==> src/rtl/sb_bus_arbiter_pkg.sv <==
// Shared snoopy-bus definitions: packet Type codes, packet header and arbiter FSM states.
package sb_bus_arbiter_pkg;

    // Packet Type codes carry a TYPE infix so they stay distinct from the FSM state names.
    localparam logic [7:0] SB_TYPE_READ    = 8'h01;
    localparam logic [7:0] SB_TYPE_WRITE   = 8'h02;
    localparam logic [7:0] SB_TYPE_GRANT   = 8'h03;
    localparam logic [7:0] SB_TYPE_RETRY   = 8'h04;
    localparam logic [7:0] SB_TYPE_REQ_BUS = 8'h05;

    typedef struct packed {
        logic [7:0] Type;
        logic [7:0] Size;
    } Theader;

    typedef enum logic [1:0] {
        SB_IDLE    = 2'd0,
        SB_GRANT   = 2'd1,
        SB_BUSY    = 2'd2,
        SB_RELEASE = 2'd3
    } Tarb_state;

endpackage

==> src/rtl/sb_bus_arbiter_rr_picker.sv <==
// Combinational round-robin picker: first requesting index at or after i_ptr, modulo N.
module sb_rr_picker
    import sb_bus_arbiter_pkg::*;
#(
    parameter int N  = 4,
    parameter int IW = $clog2(N)
) (
    input  logic [N-1:0]  i_req,
    input  logic [IW-1:0] i_ptr,
    output logic          o_valid,
    output logic [IW-1:0] o_index
);

    // Scan from the farthest offset down so the nearest requester is written last.
    always_comb begin
        o_valid = 1'b0;
        o_index = '0;
        for (int i = N - 1; i >= 0; i--) begin
            if (i_req[(int'(i_ptr) + i) % N]) begin
                o_valid = 1'b1;
                o_index = IW'((int'(i_ptr) + i) % N);
            end
        end
    end

endmodule

==> src/rtl/sb_bus_arbiter.sv <==
// Round-robin snoopy-bus arbiter: grant / transfer / release with start, retry and hold revocation.
// Optional hold-timeout is compiled in with `define SB_ARB_TIMEOUT_EN.
module sb_bus_arbiter
    import sb_bus_arbiter_pkg::*;
#(
    parameter int NUM_MASTERS = 4,
    parameter int START_WAIT  = 4,
    parameter int HOLD_MAX    = 64
) (
    input  logic                           clk,
    input  logic                           rst,
    input  logic [NUM_MASTERS-1:0]         req,
    input  logic [NUM_MASTERS-1:0]         start,
    input  logic [NUM_MASTERS-1:0]         done,
    input  logic                           retry,
    output logic [NUM_MASTERS-1:0]         gnt,
    output logic [$clog2(NUM_MASTERS)-1:0] owner,
    output logic                           bus_busy,
    output logic                           abort,
    output Theader                         gnt_hdr,
    output Tarb_state                      o_dbg_state
);

    localparam int IW = $clog2(NUM_MASTERS);

    Tarb_state              r_state, w_state_nxt;
    logic [IW-1:0]          r_ptr, w_ptr_nxt;
    logic [IW-1:0]          r_owner, w_owner_nxt;
    logic [IW-1:0]          w_ptr_inc, w_pick_ptr, w_pick_idx;
    logic                   w_pick_valid;
    logic                   w_abort_nxt;
    logic                   w_gnt_on;
    logic [7:0]             r_wait, w_wait_nxt;
    logic [NUM_MASTERS-1:0] r_gnt;
    logic                   r_busy, r_abort;
    Theader                 r_hdr;

`ifdef SB_ARB_TIMEOUT_EN
    logic [15:0]            r_hold, w_hold_nxt;
`else
    logic                   w_unused_hold;
    assign w_unused_hold = ^16'(HOLD_MAX);
`endif

    assign w_ptr_inc  = (r_owner == IW'(NUM_MASTERS - 1)) ? '0 : r_owner + 1'b1;
    // The release cycle already arbitrates from the advanced pointer.
    assign w_pick_ptr = (r_state == SB_RELEASE) ? w_ptr_inc : r_ptr;

    sb_rr_picker #(.N(NUM_MASTERS), .IW(IW)) u_picker (
        .i_req   (req),
        .i_ptr   (w_pick_ptr),
        .o_valid (w_pick_valid),
        .o_index (w_pick_idx)
    );

    always_comb begin
        w_state_nxt = r_state;
        w_owner_nxt = r_owner;
        w_ptr_nxt   = r_ptr;
        w_abort_nxt = 1'b0;
        w_wait_nxt  = r_wait;
`ifdef SB_ARB_TIMEOUT_EN
        w_hold_nxt  = r_hold;
`endif
        case (r_state)
            SB_IDLE: begin
                if (w_pick_valid) begin
                    w_state_nxt = SB_GRANT;
                    w_owner_nxt = w_pick_idx;
                    w_wait_nxt  = 8'd1;
                end
            end
            SB_GRANT: begin
                if (start[r_owner]) begin
                    w_state_nxt = SB_BUSY;
`ifdef SB_ARB_TIMEOUT_EN
                    w_hold_nxt  = 16'd1;
`endif
                end else if (!req[r_owner]) begin
                    w_state_nxt = SB_RELEASE;
                end else if (r_wait >= 8'(START_WAIT)) begin
                    w_state_nxt = SB_RELEASE;
                    w_abort_nxt = 1'b1;
                end else if (r_wait != 8'hFF) begin
                    w_wait_nxt  = r_wait + 8'd1;
                end
            end
            SB_BUSY: begin
                if (done[r_owner]) begin
                    w_state_nxt = SB_RELEASE;
                end else if (retry) begin
                    w_state_nxt = SB_RELEASE;
                    w_abort_nxt = 1'b1;
`ifdef SB_ARB_TIMEOUT_EN
                end else if (r_hold >= 16'(HOLD_MAX)) begin
                    w_state_nxt = SB_RELEASE;
                    w_abort_nxt = 1'b1;
                end else if (r_hold != 16'hFFFF) begin
                    w_hold_nxt  = r_hold + 16'd1;
`endif
                end
            end
            SB_RELEASE: begin
                w_ptr_nxt = w_ptr_inc;
                if (w_pick_valid) begin
                    w_state_nxt = SB_GRANT;
                    w_owner_nxt = w_pick_idx;
                    w_wait_nxt  = 8'd1;
                end else begin
                    w_state_nxt = SB_IDLE;
                end
            end
            default: w_state_nxt = SB_IDLE;
        endcase
    end

    assign w_gnt_on = (w_state_nxt == SB_GRANT) || (w_state_nxt == SB_BUSY);

    always_ff @(posedge clk) begin
        if (rst) begin
            r_state <= SB_IDLE;
            r_ptr   <= '0;
            r_owner <= '0;
            r_wait  <= '0;
            r_gnt   <= '0;
            r_busy  <= 1'b0;
            r_abort <= 1'b0;
            r_hdr   <= '0;
`ifdef SB_ARB_TIMEOUT_EN
            r_hold  <= '0;
`endif
        end else begin
            r_state <= w_state_nxt;
            r_ptr   <= w_ptr_nxt;
            r_owner <= w_owner_nxt;
            r_wait  <= w_wait_nxt;
            r_gnt   <= w_gnt_on ? (NUM_MASTERS'(1) << w_owner_nxt) : '0;
            r_busy  <= (w_state_nxt != SB_IDLE);
            r_abort <= w_abort_nxt;
            r_hdr   <= w_gnt_on ? '{Type: SB_TYPE_GRANT, Size: 8'(w_owner_nxt)} : '0;
`ifdef SB_ARB_TIMEOUT_EN
            r_hold  <= w_hold_nxt;
`endif
        end
    end

    assign gnt         = r_gnt;
    assign owner       = r_owner;
    assign bus_busy    = r_busy;
    assign abort       = r_abort;
    assign gnt_hdr     = r_hdr;
    assign o_dbg_state = r_state;

endmodule
==> config.mk <==
export PLATFORM = sky130hd
export DESIGN_NAME = sb_bus_arbiter
export DESIGN_NICKNAME = d
export VERILOG_FILES = /design/src/rtl/sb_bus_arbiter_pkg.sv /design/src/rtl/sb_bus_arbiter_rr_picker.sv /design/src/rtl/sb_bus_arbiter.sv
export SDC_FILE = /design/constraint.sdc
export NUM_CORES = 1
export LEC_CHECK = 0
export ABC_AREA = 1
export BUFFER_PORTS_ARGS = -buffer_cell sky130_fd_sc_hd__buf_2
export CAP_MARGIN = 30
export CORE_MARGIN = 10
export CORE_UTILIZATION = 52
export DETAILED_ROUTE_END_ITERATION = 6
export HOLD_SLACK_MARGIN = 0.03
export PLACE_DENSITY = 0.84
export SETUP_SLACK_MARGIN = 0.02
export SLEW_MARGIN = 20
export SYNTH_ARGS = -nofsm -noshare
export SYNTH_HDL_FRONTEND = slang
export SYNTH_SLANG_ARGS = --single-unit
==> constraint.sdc <==
create_clock -name clk -period 3.3 [get_ports clk]
set_clock_uncertainty 0.2 [all_clocks]
set_input_delay 0.495 -clock clk [delete_from_list [all_inputs] [get_ports clk]]
set_output_delay 0.495 -clock clk [all_outputs]
set_load 0.02 [all_outputs]
==> results of run 1 <==
power groups by stage:
stage | clock network [µW] | registers (µW) | logic, µW
after floorplan | 0 | 440 | 423
after global placement | 0 | 387 | 601
after detailed placement | 0 | 388 | 605
after CTS | 132 | 381 | 607
after global routing | 145 | 390 | 680
final | 129 | 381 | 602
routing by layer:
metal  track usage  vias up  part of all wire
li1              -      748                 -
met1         0.140      598              0.45
met2         0.184       39              0.47
met3        0.0377        4             0.081
met4        0.0248        0            0.0063
met5             0        -                 0
registers in the layout, summed over array words and instances, names as in the netlist:
register and flops:
r_wait 8, gnt 4, gnt_hdr 3, o_dbg_state 2
owner 2, r_ptr 2, abort 1, bus_busy 1
stage by stage:
step | utilization | cell area (µm²) | hold WS [ns]
floorplan | - | 1540 | 0.219
global placement | 0.583 | 1610 | 0.232
detailed placement | 0.583 | 1610 | 0.238
CTS | 0.593 | 1640 | 0.256
global route | 0.593 | 1640 | 0.266
finish | 0.593 | 1640 | 0.255
how the worst max path moves through the flow:
stage,startpoint,endpoint,slack [ns],depth (start not counted)
after CTS,o_dbg_state[0],gnt[2],0.43,16
final,o_dbg_state[0],gnt[2],0.45,16
after global routing,o_dbg_state[1],gnt[3],0.14,16
after floorplan,o_dbg_state[1],gnt[3],0.66,16
after detailed placement,o_dbg_state[0],gnt[2],0.46,16
after global placement,owner[0],gnt[3],0.55,16
layout make-up:
class,instances,area (µm²)
Fill cell,292,1120
Clock inverter,1,5.00
Clock buffer,3,22.5
Sequential cell,23,460
Timing Repair Buffer,28,140
Inverter,33,124
Tap cell,31,38.8
Multi-Input combinational cell,169,846
logic make-up after synthesis:
| family | count (synthesis) | synth area share |
|---|---|---|
| flops | 23 | 0.307 |
| other cells | 1 | 0.00250 |
| fa+ha+maj | 8 | 0.0668 |
| buf+inv | 48 | 0.155 |
| simple gates | 133 | 0.404 |
| compound gates | 16 | 0.0643 |
worst register-to-register path: stages, from the launching register on:
cell	delay, ns
dfxtp_1	0.45
ha_1	0.37
inv_2	0.10
nand2_1	0.07
nand2_1	0.12
nand3_1	0.10
nand2_1	0.07
nand2_1	0.07
nand2_2	0.07
nor2_2	0.17
nand2_2	0.12
o31ai_2	0.24
ha_1	0.27
nand2_1	0.09
inv_1	0.06
nand3_1	0.12
nor2_1	0.06
cells in the final DEF (no fill, tap or decap), drive strengths merged:
master,count
clkinv,1
buf,28
o31ai,2
ha,8
nand2,68
clkbuf,3
or2,1
nand4,4
a21oi,4
and2,1
a31oi,2
nand3,23
nor3,5
dfxtp,23
nor2,31
inv,33
conb,12
o21ai,8
==> results.txt, run 1 <==
status -> finished clean
total power draw -> 1110 µW
hold path cells -> 2
total CTS buffers -> 3
clock transition at the registers of the reported paths -> 0.13 ns
starting density of the core -> 0.543
Power per Cell Area -> 680 nW/µm²
min-delay src -> r_wait[4]
Iteration-0 DRC Markers -> 76
Post-synth top cells -> nand2_1, inv_1, nor2_1
worst reg-to-reg path cell count -> 16
Worst path max stage delay -> 0.45 ns
Critical Path Start Type -> flip-flop
Final Routed Wirelength -> 3.15 mm
count leader, synth -> nand2_1
RR Endpoint -> gnt[2]
drt first pass iters -> 4
DIE AREA -> 5430 µm²
fmax -> 0.351 GHz
number of flops mapped to enable cells by yosys -> 0
Primary FF master, synth -> dfxtp_1
largest net degree at the start of global routing -> 16
ANT cells -> 0
worst-case hold path end point -> r_wait[4]
Seq cells post-synth -> 23
synthesized area -> 1500 µm²
dpl hpwl -> 2.65 mm
RD Place Congestion -> 0.914
Die W -> 73.7 µm
CTS tree -> yes
top cell type's share of synthesized area -> 0.307
I/O Buffers -> 28
Worst path most repeated cell -> nand2_1
placed insts -> 284
CORE AREA -> 2760 µm²
antenna-violating nets left -> 0
Hold Path Class -> reg -> reg
Top Family by Delay on Critical Path -> simple AND/OR/NAND/NOR gates
# Post-CTS Setup Buffers -> 0
flop2flop setup slack -> 0.45 ns
# setup viols final -> 0
num ports -> 41
Worst Path Required -> 3.32 ns
fin crit share -> 0.864
Slew Limit Fails -> 0
crit path buf inv count -> 2
Flop pwr share -> 0.343
GR Overflow Total -> 0
sw power -> 535 µW
CP max-delay cell -> dfxtp_1
Layout area overhead -> 9.27%
cells along the critical path -> ha_1 > inv_2 > nand2_1 > nand2_1 > nand3_1 > nand2_1 > nand2_1 > nand2_2 > nor2_2 > nand2_2 > o31ai_2 > ha_1 > nand2_1 > inv_1 > nand3_1 > nor2_1
Seq/Total Area, Yosys -> 0.307
worst path arrival time -> 2.87 ns
root buffer cell -> clkbuf_4
worst vdd ir -> 0.000489 V
# nets final -> 281
first-pass GRT wire length -> 5.09 mm
Max-cap violations -> 0
LEAKAGE -> 0.000890 µW
hold_buf cts -> 0
initial antenna violation count -> 0
vias in the first global route -> 1155
clk sinks -> 23
Async S/R FF share, synth -> 0
share of layout cells above drive strength 1 -> 0.202
Resized Gates After CTS -> 0
worst setup margin -> 0.449 ns
Mapped Cells -> 229
Finished Layout Cells -> 288
clock buffer depth -> 2
DRC -> 0
Warnings, synthesis -> 0
Via density -> 4.82
mean post-synth cell area -> 6.54 µm²
Chip Height -> 73.7 µm
wire length per cell -> 10.9 µm
worst-skew pair later-pin latency -> 0.32 ns
RSZ-0062 raised after global routing -> false
crit path kind -> reg -> reg
worst slack, placed -> 0.461 ns
Yosys cell types -> 24
total track usage -> 0.113
total negative setup slack -> 0 ns
vias -> 1389
min cycle time layout -> 2.85 ns
num rows -> 19
FF-to-FF Start -> o_dbg_state[0]
clock network fraction of total power -> 0.116
Synth area leader -> dfxtp_1
Hold Fails Final Rpt -> 0
worst-path maximum fanout -> 7
CTS H-tree lvls -> 1
Comb power frac -> 0.541
Cell Int Power -> 577 µW
CP endpoint kind -> flip-flop
Synth area leaders -> dfxtp_1, nand2_1, inv_1, nand3_1, buf_4
switching portion of total power -> 0.481
(Power assumes the default switching activity.)
==> run 2, diff against run 1 <==
--- a/config.mk
+++ b/config.mk
@@ -6,7 +6,7 @@
 export NUM_CORES = 1
 export LEC_CHECK = 0
 export ABC_AREA = 1
-export BUFFER_PORTS_ARGS = -buffer_cell sky130_fd_sc_hd__buf_2
+export BUFFER_PORTS_ARGS = -buffer_cell sky130_fd_sc_hd__buf_4
 export CAP_MARGIN = 30
 export CORE_MARGIN = 10
 export CORE_UTILIZATION = 52
@@ -14,6 +14,7 @@
 export HOLD_SLACK_MARGIN = 0.03
 export PLACE_DENSITY = 0.84
 export SETUP_SLACK_MARGIN = 0.02
+export SKIP_CTS_REPAIR_TIMING = 1
 export SLEW_MARGIN = 20
 export SYNTH_ARGS = -nofsm -noshare
 export SYNTH_HDL_FRONTEND = slang
==> constraint.sdc (replaced) <==
create_clock -name clk -period 2.7 [get_ports clk]
set_clock_uncertainty 0.2 [all_clocks]
set_input_delay 0.405 -clock clk [delete_from_list [all_inputs] [get_ports clk]]
set_output_delay 0.405 -clock clk [all_outputs]
set_load 0.02 [all_outputs]
==> results.txt, run 2 (synthesis results as in run 1) <==
status -> finished clean
clock buffer depth -> 2 (unchanged)
num ports -> 41 (unchanged)
starting density of the core -> 0.543 (unchanged)
clock transition at the registers of the reported paths -> 0.12 ns (about the same)
Critical Path Start Type -> flip-flop
post-route cell area -> 1830 µm² (+12%)
# nets final -> 286 (+1.8%)
Worst Path Required -> 2.72 ns (-0.60 ns)
first-pass GRT wire length -> 5.49 mm (+7.9%)
Power per Cell Area -> 847 nW/µm² (+25%)
Iteration-0 DRC Markers -> 134 (+76%)
CTS H-tree lvls -> 1 (unchanged)
worst vdd ir -> 0.000649 V (+33%)
root buffer cell -> clkbuf_4
total track usage -> 0.122 (+0.00904)
RD Place Congestion -> 0.937 (+2.5%)
CORE AREA -> 2760 µm² (unchanged)
Layout area overhead -> 22.1%
placed insts -> 289 (+1.8%)
DIE AREA -> 5430 µm² (unchanged)
DRC -> 0 (unchanged)
max reg flops -> 8 (unchanged)
vias -> 1484 (+6.8%)
Max-cap violations -> 0 (unchanged)
FILL cells -> 244 (-16%)
Hold Path Class -> in -> reg
GR Overflow Total -> 0 (unchanged)
total area of sequential cells -> 464 µm² (+0.82%)
CP endpoint kind -> flip-flop
ANT cells -> 0 (unchanged)
dpl hpwl -> 2.73 mm (+3.3%)
commonest non-fill, non-tap cells in the layout -> nand2_1, buf_4, inv_1
wire length per cell -> 12.1 µm (+10%)
placed standard-cell area -> 1720 µm² (+6.7%)
initial antenna violation count -> 0 (unchanged)
# setup viols final -> 0 (unchanged)
min cycle time layout -> 2.52 ns (-0.334 ns)
num rows -> 19 (unchanged)
Hold Fails Final Rpt -> 0 (unchanged)
clk sinks -> 23 (unchanged)
CTS tree -> yes
Die W -> 73.7 µm (unchanged)
worst-path maximum fanout -> 9 (+2)
worst-skew pair later-pin latency -> 0.31 ns (about the same)
multi-input logic area -> 920 µm² (+8.7%)
fmax -> 0.397 GHz (+13%)
Slew Limit Fails -> 0 (unchanged)
fin crit share -> 0.932 (+0.0683)
total CTS buffers -> 3 (unchanged)
Top reg by flops -> r_wait
share of layout cells above drive strength 1 -> 0.260 (+0.0572)
crit path kind -> reg -> reg
LEAKAGE -> 0.000947 µW (+6.4%)
Via density -> 5.06 (+5.0%)
Final Util -> 0.663 (+0.0699)
drt first pass iters -> 4 (unchanged)
worst path arrival time -> 2.54 ns (-0.33 ns)
vias in the first global route -> 1230 (+6.5%)
Finished Layout Cells -> 293 (+1.7%)
Final Routed Wirelength -> 3.54 mm (+12%)
antenna-violating nets left -> 0 (unchanged)
commonest non-fill, non-tap cell in the layout -> nand2_1
I/O Buffers -> 28 (unchanged)
largest net degree at the start of global routing -> 16 (unchanged)
Chip Height -> 73.7 µm (unchanged)
[run 2: cell count changes in the layout (fill, tap and decap cells not counted), sizes merged]
cell / delta
clkinvlp: +1
buf: +5
inv: -1
[run 2: cell type report]
type                            count  share of cell area
Multi-Input combinational cell    169               0.503
Sequential cell                    23               0.254
Timing Repair Buffer               33               0.137
Inverter                           33              0.0698
Tap cell                           31              0.0212
Clock buffer                        3              0.0123
Clock inverter                      1             0.00274
[run 2: worst paths after layout]
| kind | from | endpoint | slack (ns) | cells past startpoint |
|---|---|---|---|---|
| hold reg to reg | r_wait[3] | r_wait[3] | 0.25 | 2 |
| hold / removal | rst | o_dbg_state[1] | 0.17 | 2 |
| setup / recovery | o_dbg_state[0] | gnt[3] | 0.18 | 18 |
| setup reg to reg | o_dbg_state[0] | gnt[3] | 0.18 | 18 |
[run 2: worst max-delay path, cell delays in order (launching register included)]
cell     delay [ns]
dfxtp_2        0.37
ha_4           0.19
inv_2          0.07
nand2_4        0.11
nand2_4        0.09
nand2_1        0.08
nand2_2        0.08
nand2_2        0.08
nand2_2        0.07
nor2_4         0.16
nand2_4        0.09
nand2_1        0.07
nand2_1        0.07
o31ai_4        0.07
ha_1           0.27
nand2_1        0.10
inv_1          0.06
nand3_1        0.12
nor2_1         0.06
[run 2: metal layers]
layer / GRT usage / vias up / part of all wire
li1: - / 758 / -
met1: 0.141 / 659 / 0.40
met2: 0.212 / 63 / 0.48
met3: 0.0498 / 4 / 0.11
met4: 0.0124 / 0 / 0.012
met5: 0 / - / 0
[run 2: metrics by stage]
step                total power, µW  setup WS, ns  setup TNS, ns  hold WS [ns]
floorplan                      1050        0.0619              0         0.219
global placement               1300         0.116              0         0.231
detailed placement             1300        0.0250              0         0.230
CTS                            1470       -0.0233        -0.0610         0.165
global route                   1670     -0.000643      -0.000643         0.164
finish                         1550         0.183              0         0.167
[run 2: where the power goes]
part / switching (µW) / internal [µW]
logic: 584 / 346
clock network: 105 / 55.5
registers: 42.3 / 416
